$ cat config.mk
export PLATFORM = sky130hd
export DESIGN_NAME = alu_seq
export DESIGN_NICKNAME = d
export VERILOG_FILES = /design/src/rtl/alu_seq_pkg.sv /design/src/rtl/alu_flags.sv /design/src/rtl/alu_seq.sv
export SDC_FILE = /design/constraint.sdc
export NUM_CORES = 1
export LEC_CHECK = 0
export CAP_MARGIN = 20
export CORE_ASPECT_RATIO = 1.2
export CORE_MARGIN = 2
export CORE_UTILIZATION = 53
export CTS_CLUSTER_SIZE = 30
export DETAILED_ROUTE_END_ITERATION = 7
export GPL_ROUTABILITY_DRIVEN = 1
export PLACE_DENSITY = 0.75
export SLEW_MARGIN = 5
export SYNTH_ARGS = -nofsm -noshare
export SYNTH_HDL_FRONTEND = slang
export SYNTH_HIERARCHICAL = 1
export SYNTH_SLANG_ARGS = --single-unit
$ cat constraint.sdc
create_clock -name clk -period 4 [get_ports clk]
set_input_delay 0.4 -clock clk [delete_from_list [all_inputs] [get_ports clk]]
set_output_delay 0.4 -clock clk [all_outputs]
set_load 0.02 [all_outputs]
$ cat src/rtl/alu_seq_pkg.sv
// Shared types and constants for the sequential ALU: opcode encoding,
// flag bit positions and controller states.
package alu_seq_pkg;

    localparam int ALUOP_BITS = 4;

    typedef enum logic [ALUOP_BITS-1:0] {
        OP_SELA = 4'd0,
        OP_SELB = 4'd1,
        OP_ADD  = 4'd2,
        OP_ADC  = 4'd3,
        OP_SUB  = 4'd4,
        OP_SBB  = 4'd5,
        OP_AND  = 4'd6,
        OP_OR   = 4'd7,
        OP_XOR  = 4'd8,
        OP_SHL  = 4'd9,
        OP_SHR  = 4'd10,
        OP_SAR  = 4'd11,
        OP_MUL  = 4'd12
    } alu_op_t;

    localparam int FLAG_CF = 0;
    localparam int FLAG_PF = 1;
    localparam int FLAG_ZF = 2;
    localparam int FLAG_SF = 3;
    localparam int FLAG_OF = 4;
    localparam int FLAG_BITS = 5;

    typedef enum logic {
        ST_IDLE = 1'b0,
        ST_RUN  = 1'b1
    } alu_state_t;

endpackage

$ cat src/rtl/alu_flags.sv
// Combinational result-derived flags (ZF, SF, PF) for a WIDTH-bit result;
// PF follows the x86 rule: set when the low byte has an even number of ones.
module alu_flags #(
    parameter int WIDTH = 16
) (
    input  logic [WIDTH-1:0] result_i,
    output logic             zf_o,
    output logic             sf_o,
    output logic             pf_o
);

    logic [8:0] par_chain;

    assign par_chain[0] = 1'b1;

    for (genvar gi = 0; gi < 8; gi++) begin : g_par
        assign par_chain[gi+1] = par_chain[gi] ^ result_i[gi];
    end

    assign zf_o = (result_i == '0);
    assign sf_o = result_i[WIDTH-1];
    assign pf_o = par_chain[8];

endmodule

$ cat src/rtl/alu_seq.sv
// Multi-cycle ALU: single-cycle arithmetic/logic, iterative shifts and an
// iterative shift-add unsigned multiply behind a start/busy/done handshake.
module alu_seq
    import alu_seq_pkg::*;
#(
    parameter int WIDTH = 16
) (
    input  logic                  clk,
    input  logic                  reset,
    input  logic                  start,
    input  logic [ALUOP_BITS-1:0] op,
    input  logic [WIDTH-1:0]      a,
    input  logic [WIDTH-1:0]      b,
    input  logic                  carry_in,
    output logic                  busy,
    output logic                  done,
    output logic [WIDTH-1:0]      out,
    output logic [WIDTH-1:0]      out_hi,
    output logic [FLAG_BITS-1:0]  flags,
    output logic                  invalid
);

    localparam int CNT_W = ($clog2(WIDTH + 1) > 5) ? $clog2(WIDTH + 1) : 5;

    alu_state_t           state_q, state_d;
    alu_op_t              op_q, op_d;
    logic [WIDTH-1:0]     work_q, work_d;
    logic [WIDTH-1:0]     hi_q, hi_d;
    logic [WIDTH-1:0]     mcand_q, mcand_d;
    logic [CNT_W-1:0]     cnt_q, cnt_d;
    logic                 one_q, one_d;
    logic                 msb_q, msb_d;
    logic                 cf_q, cf_d;

    logic [WIDTH-1:0]     out_q, out_hi_q;
    logic [FLAG_BITS-1:0] flags_q, flags_d;
    logic                 done_q, invalid_q;

    logic                 fin_en;
    logic [WIDTH-1:0]     fin_res;
    logic [WIDTH-1:0]     fin_hi;
    logic                 fin_cf;
    logic                 fin_of;
    logic                 fin_inv;

    logic [WIDTH:0]       arith_w;
    logic [WIDTH:0]       mul_sum;
    logic [WIDTH-1:0]     step_work;
    logic [WIDTH-1:0]     step_hi;
    logic                 step_cf;
    logic                 fl_zf, fl_sf, fl_pf;

    always_comb begin
        state_d   = state_q;
        op_d      = op_q;
        work_d    = work_q;
        hi_d      = hi_q;
        mcand_d   = mcand_q;
        cnt_d     = cnt_q;
        one_d     = one_q;
        msb_d     = msb_q;
        cf_d      = cf_q;
        fin_en    = 1'b0;
        fin_res   = '0;
        fin_hi    = '0;
        fin_cf    = 1'b0;
        fin_of    = 1'b0;
        fin_inv   = 1'b0;
        arith_w   = '0;
        mul_sum   = '0;
        step_work = work_q;
        step_hi   = hi_q;
        step_cf   = cf_q;

        if (state_q == ST_IDLE) begin
            if (start) begin
                case (op)
                    OP_SELA: begin
                        fin_en  = 1'b1;
                        fin_res = a;
                    end
                    OP_SELB: begin
                        fin_en  = 1'b1;
                        fin_res = b;
                    end
                    OP_ADD, OP_ADC: begin
                        arith_w = {1'b0, a} + {1'b0, b}
                                + {{WIDTH{1'b0}}, (op == OP_ADC) & carry_in};
                        fin_en  = 1'b1;
                        fin_res = arith_w[WIDTH-1:0];
                        fin_cf  = arith_w[WIDTH];
                        fin_of  = (a[WIDTH-1] == b[WIDTH-1]) &&
                                  (arith_w[WIDTH-1] != a[WIDTH-1]);
                    end
                    OP_SUB, OP_SBB: begin
                        // Top bit of the zero-extended difference is the borrow.
                        arith_w = {1'b0, a} - {1'b0, b}
                                - {{WIDTH{1'b0}}, (op == OP_SBB) & carry_in};
                        fin_en  = 1'b1;
                        fin_res = arith_w[WIDTH-1:0];
                        fin_cf  = arith_w[WIDTH];
                        fin_of  = (a[WIDTH-1] != b[WIDTH-1]) &&
                                  (arith_w[WIDTH-1] != a[WIDTH-1]);
                    end
                    OP_AND: begin
                        fin_en  = 1'b1;
                        fin_res = a & b;
                    end
                    OP_OR: begin
                        fin_en  = 1'b1;
                        fin_res = a | b;
                    end
                    OP_XOR: begin
                        fin_en  = 1'b1;
                        fin_res = a ^ b;
                    end
                    OP_SHL, OP_SHR, OP_SAR: begin
                        if (b[4:0] == 5'd0) begin
                            fin_en  = 1'b1;
                            fin_res = a;
                        end else begin
                            state_d = ST_RUN;
                            op_d    = alu_op_t'(op);
                            work_d  = a;
                            cnt_d   = CNT_W'(b[4:0]);
                            one_d   = (b[4:0] == 5'd1);
                            msb_d   = a[WIDTH-1];
                            cf_d    = 1'b0;
                        end
                    end
                    OP_MUL: begin
                        state_d = ST_RUN;
                        op_d    = OP_MUL;
                        work_d  = a;
                        hi_d    = '0;
                        mcand_d = b;
                        cnt_d   = CNT_W'(WIDTH);
                    end
                    default: begin
                        fin_en  = 1'b1;
                        fin_inv = 1'b1;
                    end
                endcase
            end
        end else begin
            // MUL keeps the multiplier in the working register and shifts the
            // product's low half into it from the accumulator.
            case (op_q)
                OP_SHL: begin
                    step_cf   = work_q[WIDTH-1];
                    step_work = {work_q[WIDTH-2:0], 1'b0};
                end
                OP_SHR: begin
                    step_cf   = work_q[0];
                    step_work = {1'b0, work_q[WIDTH-1:1]};
                end
                OP_SAR: begin
                    step_cf   = work_q[0];
                    step_work = {work_q[WIDTH-1], work_q[WIDTH-1:1]};
                end
                default: begin
                    mul_sum   = {1'b0, hi_q} + (work_q[0] ? {1'b0, mcand_q} : '0);
                    step_hi   = mul_sum[WIDTH:1];
                    step_work = {mul_sum[0], work_q[WIDTH-1:1]};
                end
            endcase

            work_d = step_work;
            hi_d   = step_hi;
            cf_d   = step_cf;
            cnt_d  = cnt_q - CNT_W'(1);

            if (cnt_q == CNT_W'(1)) begin
                state_d = ST_IDLE;
                fin_en  = 1'b1;
                fin_res = step_work;
                if (op_q == OP_MUL) begin
                    fin_hi = step_hi;
                    fin_cf = |step_hi;
                    fin_of = |step_hi;
                end else begin
                    fin_cf = step_cf;
                    if (one_q) begin
                        case (op_q)
                            OP_SHL:  fin_of = step_work[WIDTH-1] ^ step_cf;
                            OP_SHR:  fin_of = msb_q;
                            default: fin_of = 1'b0;
                        endcase
                    end
                end
            end
        end
    end

    alu_flags #(
        .WIDTH (WIDTH)
    ) u_flags (
        .result_i (fin_res),
        .zf_o     (fl_zf),
        .sf_o     (fl_sf),
        .pf_o     (fl_pf)
    );

    always_comb begin
        flags_d = '0;
        if (!fin_inv) begin
            flags_d[FLAG_CF] = fin_cf;
            flags_d[FLAG_PF] = fl_pf;
            flags_d[FLAG_ZF] = fl_zf;
            flags_d[FLAG_SF] = fl_sf;
            flags_d[FLAG_OF] = fin_of;
        end
    end

    always_ff @(posedge clk) begin
        if (reset) begin
            state_q   <= ST_IDLE;
            op_q      <= OP_SELA;
            work_q    <= '0;
            hi_q      <= '0;
            mcand_q   <= '0;
            cnt_q     <= '0;
            one_q     <= 1'b0;
            msb_q     <= 1'b0;
            cf_q      <= 1'b0;
            out_q     <= '0;
            out_hi_q  <= '0;
            flags_q   <= '0;
            done_q    <= 1'b0;
            invalid_q <= 1'b0;
        end else begin
            state_q   <= state_d;
            op_q      <= op_d;
            work_q    <= work_d;
            hi_q      <= hi_d;
            mcand_q   <= mcand_d;
            cnt_q     <= cnt_d;
            one_q     <= one_d;
            msb_q     <= msb_d;
            cf_q      <= cf_d;
            done_q    <= fin_en;
            invalid_q <= fin_inv;
            if (fin_en) begin
                out_q    <= fin_res;
                out_hi_q <= fin_hi;
                flags_q  <= flags_d;
            end
        end
    end

    assign busy    = (state_q == ST_RUN);
    assign done    = done_q;
    assign invalid = invalid_q;
    assign out     = out_q;
    assign out_hi  = out_hi_q;
    assign flags   = flags_q;

endmodule

# Yosys cells after proc, flatten, opt, wreduce, memory -nomap -nowiden

Index checks and enable logic that the tools add are counted.

Register bits: 100
Bits of input ports: 40
Word-level logic and storage cells: 142

$add $sub $neg: 6
Equality and inequality tests: 25
Mux-type cells: 58
Bitwise operators: 16
Reductions and logical operators: 23

Operators by type and width:

| cell               | number |
|---|---|
| $mux 16            | 17 |
| $pmux 16 s8        | 1 |
| $pmux 16 s3        | 1 |
| $eq 4x4->1 const B | 9 |
| $add 16x16->17     | 2 |
| $pmux 16 s2        | 1 |
| $mux 1             | 25 |
| $mux 5             | 4 |
| $add 17x1->17      | 1 |
| $sub 16x16->17     | 1 |
| $sub 17x1->17      | 1 |
| $and 16x16->16     | 1 |
| $eq 4x3->1 const B | 4 |
| $logic_not 16->1   | 1 |
| $or 16x16->16      | 1 |
| $reduce_or 16->1   | 1 |
| $xor 16x16->16     | 1 |
| $reduce_or 13->1   | 1 |
| $pmux 1 s2         | 6 |
| $eq 5x1->1 const B | 2 |
| $pmux 5 s2         | 1 |
| $reduce_and 3->1   | 3 |
| $eq 4x2->1 const B | 2 |
| $pmux 4 s2         | 1 |
| other kinds (19)   | 40 |

# Logic depth before layout (Yosys ltp)

Gate-level depths: netlist of run 1.

Depth in word-level cells: 15
Depth in mapped cells: 20

# By module

Netlist of run 1, hierarchy kept.

Modules (own cells, without submodules):

| module    | instances | cells an instance | area an instance (µm²) |
|---|---|---|---|
| alu_seq   | 1         | 1069              | 8095.3 |
| alu_flags | 1         | 13                | 125.1 |

# Worst setup path after synthesis of run 1

OpenSTA, ideal clock, no wires.

Path kind: in2reg
Start point: in op[2]
End point: reg flags_q[2] (netlist: flags[2])
Library setup time: 71 ps
Arrival: 4211 ps
Required time: 3929 ps
Slack: -282 ps
Stages: 19
Buffers on the path: 2
Path through: buf_1 -> nor3b_1 -> clkbuf_1 -> nand3_1 -> fa_1 -> fa_1 -> o21ai_1 -> a221oi_1 -> o41ai_1 -> nor2b_1 -> o21ai_0 -> nor2_1 -> o21ai_0 -> a41o_1 -> o21ai_1 -> nor4_1 -> and4_1 -> nand3_1 -> a21oi_1

Longest elaborated chain between the ends: 8
Elaborated cells between the ends (all ways): 32

Ends and longest elaborated chain:

| item                                           | RTL line                                    | source |
|---|---|---|
| from (decl)                                    | alu_seq.sv:11                               | `input logic [ALUOP_BITS-1:0] op,` |
| $eq 4x3->1 or $eq 4x2->1 (tied branches)       | alu_seq.sv:77, alu_seq.sv:98, alu_seq.sv:88 |  |
| $and 1x1->1 (on tied branches)                 | alu_seq.sv:98, alu_seq.sv:88                |  |
| $sub 17x1->17 or $add 17x1->17 (tied branches) | alu_seq.sv:98, alu_seq.sv:88                |  |
| $pmux 16 s8 (*)                                | alu_seq.sv:77                               | `case (op)` |
| $mux 16 (*)                                    | alu_seq.sv:76                               | `if (start) begin` |
| $mux 16 (*)                                    | alu_seq.sv:75                               | `if (state_q == ST_IDLE) begin` |
| net fin_res[14]                                | alu_seq.sv:40                               | `logic [WIDTH-1:0] fin_res;` |
| $logic_not 16->1 (*)                           | alu_flags.sv:20                             | `assign zf_o = (result_i == '0);` |
| net fl_zf                                      | alu_seq.sv:51                               | `logic fl_zf, fl_sf, fl_pf;` |
| $mux 5 (*)                                     | alu_seq.sv:206                              | `if (!fin_inv) begin` |
| to (signal assigned)                           | alu_seq.sv:246                              | `flags_q <= flags_d;` |
| to (decl)                                      | alu_seq.sv:36                               | `logic [FLAG_BITS-1:0] flags_q, flags_d;` |

Mark *: on every way through the listed nets, which the timed path passes. The rest lies on a longest branch.
A chain may end at the register's enable or synchronous reset.

# Worst setup path in the final report of run 1

Start point: in op[0]
End point: reg flags_q[2] (netlist: flags[2])

Same word-level chain as after synthesis.

==> results.toml, run 1 <==
[status]
status = "finished with violations"
failed_checks = "DRC"

[timing]
final_min_period_over_clock_period = 0.956
max_freq_mhz = 261
clock-skew-final_ps = 8.67
final-max-slew-violation-count = 0
period_needed_ps = 3820
setup_slack_ps = 176
worst_pin_slew_ps = 1060
setup_violations = 0
max-slew-margin-rel = 0.296
grt_setup_unrepaired = "false"
final-hold-violation-count = 0
holdWs_ps = 451

[setup_path]
rr_startpoint = "work_q[0]"
worst_path_max_delay_cell = "sky130_fd_sc_hd__fa_2"
setup.worst_path.class = "input port to flip-flop"
reg2reg_depth = 13
worst_setup_path_end_kind = "flip-flop"
worst-endpoint-required_ps = 4270
startpoint_class_of_the_critical_path = "input port"
worst_path_largest_cell_delay_ps = 580
worst-endpoint-arrival_ps = 4090
worst_r2r_setup_slack_ps = 350
crit_path_cell_trace = "clkdlybuf4s50_1 > nand3_2 > fa_2 > inv_1 > ha_1 > o211ai_1 > nand3_2 > nand4_1 > nand3b_1 > nand2_1 > o22ai_1 > a221oi_2 > a21oi_1 > or2_2 > nor3_2 > and4_1 > nand3_1 > a21oi_1"
worst-path-max-fanout = 3
worst_r2r_endpoint = "flags[0]"

[detailed_routing]
drc = 6
drt_first_iter_violations = 910
dr_total_vias = 8734
wl_um = 25400
final_antenna_net_count = 0
routedWlPerCell_um = 17.7
route.detailed.vias_per_inst = 6.07
firstDrtPassIters = 8

[pwr]
power_frac_comb = 0.318
design_power_total_w = 0.00291
power.share.switching = 0.326
p_int_w = 0.00196
vdd_drop_max_mv = 0.207
p_clk_frac = 0.320
power_per_standard_cell_area_nw_per_um2 = 280
p_sw_w = 0.000950
seq_power_share = 0.362
total_leakage_power_nw = 4.36

[worst_hold_path]
hold_path_depth = 2
hp-start = "mcand_q[8]"
holdCritPathClass = "flip-flop to flip-flop"
timing.hold.worst_endpoint = "mcand_q[8]"

[clocking]
clockRootBuffer = "sky130_fd_sc_hd__clkbuf_16"
maximum_clock_path_buffer_count = 2
clock_sink_count = 100
cts_htree_levels = 3
worst_setup_hold_path_clk_slew_ps = 70
cts_tree = "built"
clk_latency_ps = 350
cts-hold-fix-buffers = 0
cts_inserted_buffers = 9

[place]
routabilityCongestion = 0.967
pre_cts_ws_ps = -459
port-buffer-count = 79
dpl.cell_count = 1417
placed_cell_area_um2 = 9880
dp.final_hpwl_um = 19300

[layout]
fin_nets = 1355
fin_area_um2 = 10400
final_common_cell = "sky130_fd_sc_hd__nor2_1"
finalNonFillerCells = 1438
most-common-layout-cells = "sky130_fd_sc_hd__nor2_1 (140), sky130_fd_sc_hd__buf_4 (117), sky130_fd_sc_hd__dfxtp_1 (100)"
antenna-diode-count = 0
layout-drive-gt1-share = 0.146
area_growth_syn_to_layout_pct = 26.4

[floorplan]
die_area_um2 = 16500
core_rows = 49
floorplan.core_area_um2 = 15100
start_util = 0.545
die-width_um = 118
fp.dieH_um = 140
boundaryPins = 80

[synth]
synth-async-reset-ratio = 0
postSynthNetCount = 1208
seq_area_frac_synth = 0.244
ys_seq_elements = 100
average_cell_area_after_synthesis_um2 = 7.60
gate_count_after_technology_mapping = 1082
synth_flop_cell = "sky130_fd_sc_hd__dfxtp_1"
yosys_warnings = 6
synth_cell_types = 80
mappedNetlistArea_um2 = 8220
synth-edff-count = 0

[global_routing]
grt.total_usage = 0.300
grt_pass1_wl_um = 40800
antenna_found_initial = 0
vias_in_the_first_global_route = 8185
grt_max_degree = 101
grt.overflow.total = 0

[job]
max-cap-violations = 0
-- cells by family after synthesis --
family,Yosys count,synth area share
xor+xnor,26,0.0310
simple gates,374,0.215
flops,100,0.244
buf+inv,134,0.0638
mux,23,0.0282
compound gates,339,0.283
fa+ha+maj,86,0.135
-- flip-flops by register name (all words and copies together), names as in the netlist --
name / count
op_q: 4
cf_q: 1
flags: 5
msb_q: 1
hi_q: 16
out: 16
work_q: 16
one_q: 1
busy: 1
cnt_q: 5
mcand_q: 16
done: 1
invalid: 1
out_hi: 16
-- worst max-delay path by stage --
stage                     startpoint        to  cells after the start
after floorplan                op[3]  flags[2]                     18
after global placement         op[3]  flags[2]                     19
after detailed placement       op[3]  flags[2]                     18
after CTS                      op[3]  flags[2]                     19
after global routing           op[0]  flags[2]                     17
final                          op[0]  flags[2]                     18
-- cell usage after synthesis, types with 22 or more instances --
master                     count  area, um2
sky130_fd_sc_hd__clkbuf_1     47        176
sky130_fd_sc_hd__o21ai_0      49        245
sky130_fd_sc_hd__dfxtp_1     100       2000
sky130_fd_sc_hd__a22oi_1      40        300
sky130_fd_sc_hd__nand3_1      23        115
sky130_fd_sc_hd__nor2_1      140        526
sky130_fd_sc_hd__nor3_1       26        130
sky130_fd_sc_hd__nand2_1      92        345
sky130_fd_sc_hd__mux2i_1      22        220
sky130_fd_sc_hd__ha_1         81       1010
sky130_fd_sc_hd__inv_1        75        282
sky130_fd_sc_hd__a21oi_1      86        430
-- what timing repair did --
item / CTS / global route
buffers inserted: 1 / 4
pin swaps: 1 / 25
setup endpoints to repair: 2 / 3
gates resized for setup: 4 / 31
-- critical path, delay by kind of cell --
family / cells / cell delay [ps]
compound gates: 5 / 870
fa+ha+maj: 2 / 770
buf+inv: 2 / 630
simple gates: 9 / 1410
-- layout make-up --
class,count,area [um2]
multi-input combinational,848,5870
sequential,100,2000
clock buffer,10,239
timing repair buffer,195,1670
clock inverter,6,78.8
fill,1287,4690
inverter,75,282
tap,204,255
-- power by group through the flow --
| stage | logic, W | clock network (W) | registers (W) |
|---|---|---|---|
| floorplan | 0.000508 | 0 | 0.00109 |
| global placement | 0.000855 | 0 | 0.00107 |
| detailed placement | 0.000870 | 0 | 0.00108 |
| CTS | 0.000878 | 0.000937 | 0.00105 |
| global route | 0.00101 | 0.000980 | 0.00106 |
| finish | 0.000928 | 0.000932 | 0.00105 |
-- metrics by stage --
stage | TNS [ps] | util
after global placement | -553 | 0.655
final | 0 | 0.689
after global routing | 0 | 0.689
after floorplan | 0 | -
after detailed placement | -1010 | 0.655
after CTS | 0 | 0.678
-- metal layers --
metal / part of all wire / vias to the layer above / global-route usage
li1: - / 4220 / -
met3: 0.056 / 81 / 0.0330
met2: 0.50 / 335 / 0.530
met4: 0.043 / 0 / 0.145
met1: 0.40 / 4098 / 0.362
met5: 0 / - / 0
Note: power is estimated with default switching activity, not from simulation.
==> inputs of run 2 (changes only) <==
--- a/config.mk
+++ b/config.mk
@@ -8,11 +8,11 @@
 export CAP_MARGIN = 20
 export CORE_ASPECT_RATIO = 1.2
 export CORE_MARGIN = 2
-export CORE_UTILIZATION = 53
+export CORE_UTILIZATION = 45
 export CTS_CLUSTER_SIZE = 30
 export DETAILED_ROUTE_END_ITERATION = 7
 export GPL_ROUTABILITY_DRIVEN = 1
-export PLACE_DENSITY = 0.75
+export PLACE_DENSITY = 0.65
 export SLEW_MARGIN = 5
 export SYNTH_ARGS = -nofsm -noshare
 export SYNTH_HDL_FRONTEND = slang
==> run 2 against run 1 <==
The run now ends clean; critical path depth did not move; global-route usage fell by 3.4 points; die area rose by 17%; sequential share of layout area fell by 0.15 points; first-iteration DRC count fell by 12%; routed wire length rose by 2.5%; count of clock-buffer cells in the layout did not move; clock power rose by 3.3%; critical endpoint unchanged.
==> results.toml, run 2 (synthesized netlist as in run 1, its figures left out) <==
[place]
port-buffer-count = 79
dp.final_hpwl_um = 19900
pre_cts_ws_ps = -429
dpl.cell_count = 1452
placed_cell_area_um2 = 10000
routabilityCongestion = 0.923

[detailed_routing]
firstDrtPassIters = 6
wl_um = 26000
route.detailed.vias_per_inst = 5.87
final_antenna_net_count = 0
drt_first_iter_violations = 797
drc = 0
met1Wirelength_um = 11100
detailroute.wirelength.met2_um = 13200
met3_length_um = 994
dr_total_vias = 8631
route.top_layer_used = "met4"
routedWlPerCell_um = 17.7

[layout]
fin_area_um2 = 10500
area_growth_syn_to_layout_pct = 27.5
finalNonFillerCells = 1471
layout.core_utilization = 0.581
most-common-layout-cells = "sky130_fd_sc_hd__nor2_1 (140), sky130_fd_sc_hd__buf_4 (130), sky130_fd_sc_hd__dfxtp_1 (99)"
fin_nets = 1368
layout-drive-gt1-share = 0.148
antenna-diode-count = 0
final_common_cell = "sky130_fd_sc_hd__nor2_1"

[global_routing]
grt_pass1_wl_um = 42200
antenna_found_initial = 0
vias_in_the_first_global_route = 8274
grt_max_degree = 101
grt.total_usage = 0.266
grt.overflow.total = 0

[job]
max-cap-violations = 0

[worst_hold_path]
hp-start = "mcand_q[8]"
holdCritPathClass = "flip-flop to flip-flop"
timing.hold.worst_endpoint = "mcand_q[8]"
hold_path_depth = 2

[timing]
holdWs_ps = 451
setup_slack_ps = 195
setup_violations = 0
grt_setup_unrepaired = "false"
max-slew-margin-rel = 0.288
final-hold-violation-count = 0
period_needed_ps = 3800
clock-skew-final_ps = 11.2
worst_pin_slew_ps = 1070
max_freq_mhz = 263
final_min_period_over_clock_period = 0.951
final-max-slew-violation-count = 0

[pwr]
power_per_standard_cell_area_nw_per_um2 = 282
vdd_drop_max_mv = 0.182
total_leakage_power_nw = 4.41

[clocking]
clockRootBuffer = "sky130_fd_sc_hd__clkbuf_16"
cts_tree = "built"
clock_sink_count = 100
worst_setup_hold_path_clk_slew_ps = 70
cts_inserted_buffers = 9
cts_htree_levels = 3
maximum_clock_path_buffer_count = 2
cts-hold-fix-buffers = 0
clk_latency_ps = 350

[setup_path]
worst-endpoint-required_ps = 4280
worst_r2r_setup_slack_ps = 370
worst_setup_path_end_kind = "flip-flop"
worst_path_max_delay_cell = "sky130_fd_sc_hd__clkdlybuf4s50_1"
reg2reg_depth = 13
rr_startpoint = "work_q[0]"
worst_r2r_endpoint = "flags[0]"
worst-endpoint-arrival_ps = 4080
startpoint_class_of_the_critical_path = "input port"
worst-path-max-fanout = 3
worst_path_largest_cell_delay_ps = 540
setup.worst_path.class = "input port to flip-flop"
crit_path_cell_trace = "clkdlybuf4s50_1 > nand3_2 > fa_1 > fa_1 > o21ai_2 > a221oi_1 > o41ai_2 > buf_4 > nor2b_1 > o21ai_0 > nor2_1 > o21ai_0 > a41o_1 > o21ai_1 > nor4_1 > and4_1 > nand3_1 > a21oi_1"

[floorplan]
fp.dieH_um = 152
die_area_um2 = 19400
floorplan.core_area_um2 = 18000
start_util = 0.456
die-width_um = 127
core_rows = 54
boundaryPins = 80

[status]
status = "finished clean"
run 2: cell type report:
class	count	area (um2)
fill	1690	7560
multi-input combinational	848	5830
sequential	100	2000
timing repair buffer	208	1760
inverter	75	282
tap	224	280
clock buffer	10	229
clock inverter	6	93.8
run 2: timing repair:
action | CTS | global route
pin swaps | 2 | 11
gates resized for setup | 2 | 20
setup buffers | 1 | 2
setup endpoints to repair | 1 | 2
run 2: where the power goes:
group          internal [W]  switching (W)  total [W]
registers           0.00103      0.0000270    0.00105
clock network      0.000555       0.000408   0.000963
logic              0.000432       0.000502   0.000935
run 2: metrics by stage:
| step | total power [W] | setup TNS, ps |
|---|---|---|
| 2_1_floorplan | 0.00160 | 0 |
| 6_report | 0.00295 | 0 |
| 5_1_grt | 0.00310 | 0 |
| 3_3_place_gp | 0.00196 | -605 |
| 3_5_place_dp | 0.00197 | -928 |
| 4_1_cts | 0.00293 | 0 |
run 2: worst max-delay path: cells and delay by family:
kind | cells | cell delay, ps
AOI/OAI and AO/OA | 8 | 1430
and+or+nand+nor | 6 | 670
buffers and inverters | 2 | 710
adders and majority gates | 2 | 870
run 2: worst max-delay path by stage:
stage,startpoint,slack [ps],end
3_3_place_gp,op[2],-330,flags[2]
5_1_grt,op[0],10,flags[2]
4_1_cts,op[2],6,flags[2]
3_5_place_dp,op[2],-430,flags[2]
2_1_floorplan,op[3],50,flags[2]
6_report,op[0],200,flags[2]
run 2: metal layers:
layer	up-vias	global-route usage
met5	-	0
li1	4234	-
met2	275	0.473
met3	44	0.0229
met1	4078	0.334
met4	0	0.0937
==> inputs of run 3 (changes only) <==
--- a/config.mk
+++ b/config.mk
@@ -6,15 +6,19 @@
 export NUM_CORES = 1
 export LEC_CHECK = 0
 export CAP_MARGIN = 20
+export CELL_PAD_IN_SITES_DETAIL_PLACEMENT = 1
+export CELL_PAD_IN_SITES_GLOBAL_PLACEMENT = 2
 export CORE_ASPECT_RATIO = 1.2
 export CORE_MARGIN = 2
-export CORE_UTILIZATION = 45
+export CORE_UTILIZATION = 31
+export CTS_BUF_LIST = sky130_fd_sc_hd__clkbuf_4 sky130_fd_sc_hd__clkbuf_8 sky130_fd_sc_hd__clkbuf_16
 export CTS_CLUSTER_SIZE = 30
 export DETAILED_ROUTE_END_ITERATION = 7
 export GPL_ROUTABILITY_DRIVEN = 1
-export PLACE_DENSITY = 0.65
+export PLACE_DENSITY = 0.75
 export SLEW_MARGIN = 5
 export SYNTH_ARGS = -nofsm -noshare
 export SYNTH_HDL_FRONTEND = slang
 export SYNTH_HIERARCHICAL = 1
 export SYNTH_SLANG_ARGS = --single-unit
+export TNS_END_PERCENT = 10
==> run 3 against run 2 <==
Count of clock-buffer cells in the layout did not move; first-iteration DRC count fell by 52%; register-to-register slack improved by 30 ps; clock skew rose by 3.9 ps; via count rose by 0.67%; worst hold slack improved by 4.4 ps; largest cell class unchanged; design area rose by 2.0%; utilization fell by 17 points; setup slack improved by 40 ps; die area rose by 44%.
==> results.toml, run 3 (synthesized netlist as in run 1, its figures left out) <==
[pwr]
total_leakage_power_nw = 4.44
vdd_drop_max_mv = 0.219
power_per_standard_cell_area_nw_per_um2 = 276

[layout]
filler_cell_count = 3247
most-common-layout-cells = "sky130_fd_sc_hd__nor2_1 (140), sky130_fd_sc_hd__buf_4 (136), sky130_fd_sc_hd__dfxtp_1 (99)"
fin_nets = 1378
layout-drive-gt1-share = 0.159
area_growth_syn_to_layout_pct = 30.0
antenna-diode-count = 0
final_common_cell = "sky130_fd_sc_hd__nor2_1"
fin_area_um2 = 10700

[clocking]
cts_inserted_buffers = 9
maximum_clock_path_buffer_count = 2
worst_setup_hold_path_clk_slew_ps = 80
cts-hold-fix-buffers = 0
cts_htree_levels = 3
clock_sink_count = 100
clk_latency_ps = 370
cts_tree = "built"
clockRootBuffer = "sky130_fd_sc_hd__clkbuf_16"

[detailed_routing]
dr_total_vias = 8689
final_antenna_net_count = 0
routedWlPerCell_um = 19.2
route.detailed.vias_per_inst = 5.46
drt_first_iter_violations = 386
wl_um = 30600
firstDrtPassIters = 7
drc = 0

[timing]
max_freq_mhz = 266
final-max-slew-violation-count = 0
final_min_period_over_clock_period = 0.941
worst_pin_slew_ps = 796
max-slew-margin-rel = 0.464
clock-skew-final_ps = 15.2
final-hold-violation-count = 0
holdWs_ps = 455
period_needed_ps = 3760
setup_violations = 0

[setup_path]
worst_r2r_setup_slack_ps = 400
setup.worst_path.class = "input port to flip-flop"
critical_path.most_common_cell = "sky130_fd_sc_hd__nand3_2"
worst-endpoint-required_ps = 4310
worst_path_max_delay_cell = "sky130_fd_sc_hd__fa_1"
worst_setup_path_end_kind = "flip-flop"
startpoint_class_of_the_critical_path = "input port"
crit_path_cell_trace = "dlygate4sd2_1 > nor3b_4 > nand3_2 > fa_1 > inv_1 > ha_1 > o211ai_1 > nand3_2 > a31oi_2 > nor2b_1 > and3b_1 > o21ai_0 > a21oi_1 > or2_2 > nor4_1 > and4_1 > nand3_1 > a21oi_2"
worst_path_largest_cell_delay_ps = 530
worst-path-max-fanout = 2
worst-endpoint-arrival_ps = 4070

[floorplan]
floorplan.core_area_um2 = 26200
die_area_um2 = 27800
core_rows = 65
die-width_um = 153
boundaryPins = 80
fp.dieH_um = 182
start_util = 0.314

[global_routing]
antenna_found_initial = 0
vias_in_the_first_global_route = 8914
grt_pass1_wl_um = 48900
grt_max_degree = 74
grt.total_usage = 0.219
grt.overflow.total = 0

[place]
dp.final_hpwl_um = 24300
routabilityCongestion = 0.849
port-buffer-count = 79
placed_cell_area_um2 = 10200

[status]
status = "finished clean"

[job]
max-cap-violations = 0

[worst_hold_path]
holdCritPathClass = "flip-flop to flip-flop"
==> run 3: changes by cell type in the layout (fill, tap and decap cells not counted), moves of 3 or more <==
cell | before | now
sky130_fd_sc_hd__buf_4 | 130 | 136
sky130_fd_sc_hd__buf_6 | 0 | 3
sky130_fd_sc_hd__dlymetal6s2s_1 | 3 | 0
sky130_fd_sc_hd__inv_8 | 0 | 3
==> run 3: final cells by class <==
cell class | instances | area, um2 | share of cell area
well taps | 335 | 419 | 0.0392
repair buffers | 218 | 1850 | 0.173
flip-flops and latches | 100 | 2000 | 0.187
clock inverters | 6 | 67.6 | 0.00632
clock buffers | 10 | 239 | 0.0224
inverters | 75 | 282 | 0.0263
multi-input cells | 848 | 5830 | 0.546
==> run 3: metrics by stage <==
step | TNS, ps | power [W] | instances | setup slack (ps) | util
2_1_floorplan | 0 | 0.00160 | 1082 | 52.6 | -
3_3_place_gp | -865 | 0.00201 | 1573 | -382 | 0.391
3_5_place_dp | -1490 | 0.00203 | 1573 | -499 | 0.391
4_1_cts | 0 | 0.00297 | 1591 | 133 | 0.405
5_1_grt | -4.69 | 0.00311 | 1592 | -4.69 | 0.408
6_report | 0 | 0.00295 | 1592 | 236 | 0.408
==> run 3: timing repair <==
action | in CTS | in global routing
setup buffers | 2 | 1
setup endpoints to repair | 2 | 2
gates resized for setup | 10 | 22
pin swaps | 14 | 18
==> run 3: worst paths after layout <==
check                                  from     endpoint  cells past startpoint
worst min register to register  mcand_q[10]  mcand_q[10]                      2
worst min-delay path            mcand_q[10]  mcand_q[10]                      2
worst max register to register   mcand_q[0]     flags[0]                     13
worst max-delay path                  op[3]     flags[2]                     18
==> run 3: power breakdown <==
group	switching [W]	internal [W]	total, W
Sequential	0.0000309	0.00103	0.00106
Combinational	0.000526	0.000448	0.000974
Clock	0.000461	0.000461	0.000922
Total	0.00102	0.00194	0.00295
==> run 3: per-layer routing <==
metal / vias to the layer above / global-route usage / share of wire
met3: 32 / 0.0197 / 0.022
li1: 4263 / - / -
met5: - / 0 / 0
met4: 0 / 0.0619 / 0.019
met2: 135 / 0.414 / 0.52
met1: 4259 / 0.262 / 0.43
==> run 3: critical path, delay by kind of cell <==
family / cells / cell delay, ps
buf+inv: 2 / 320
compound gates: 5 / 930
simple gates: 9 / 1690
fa+ha+maj: 2 / 710
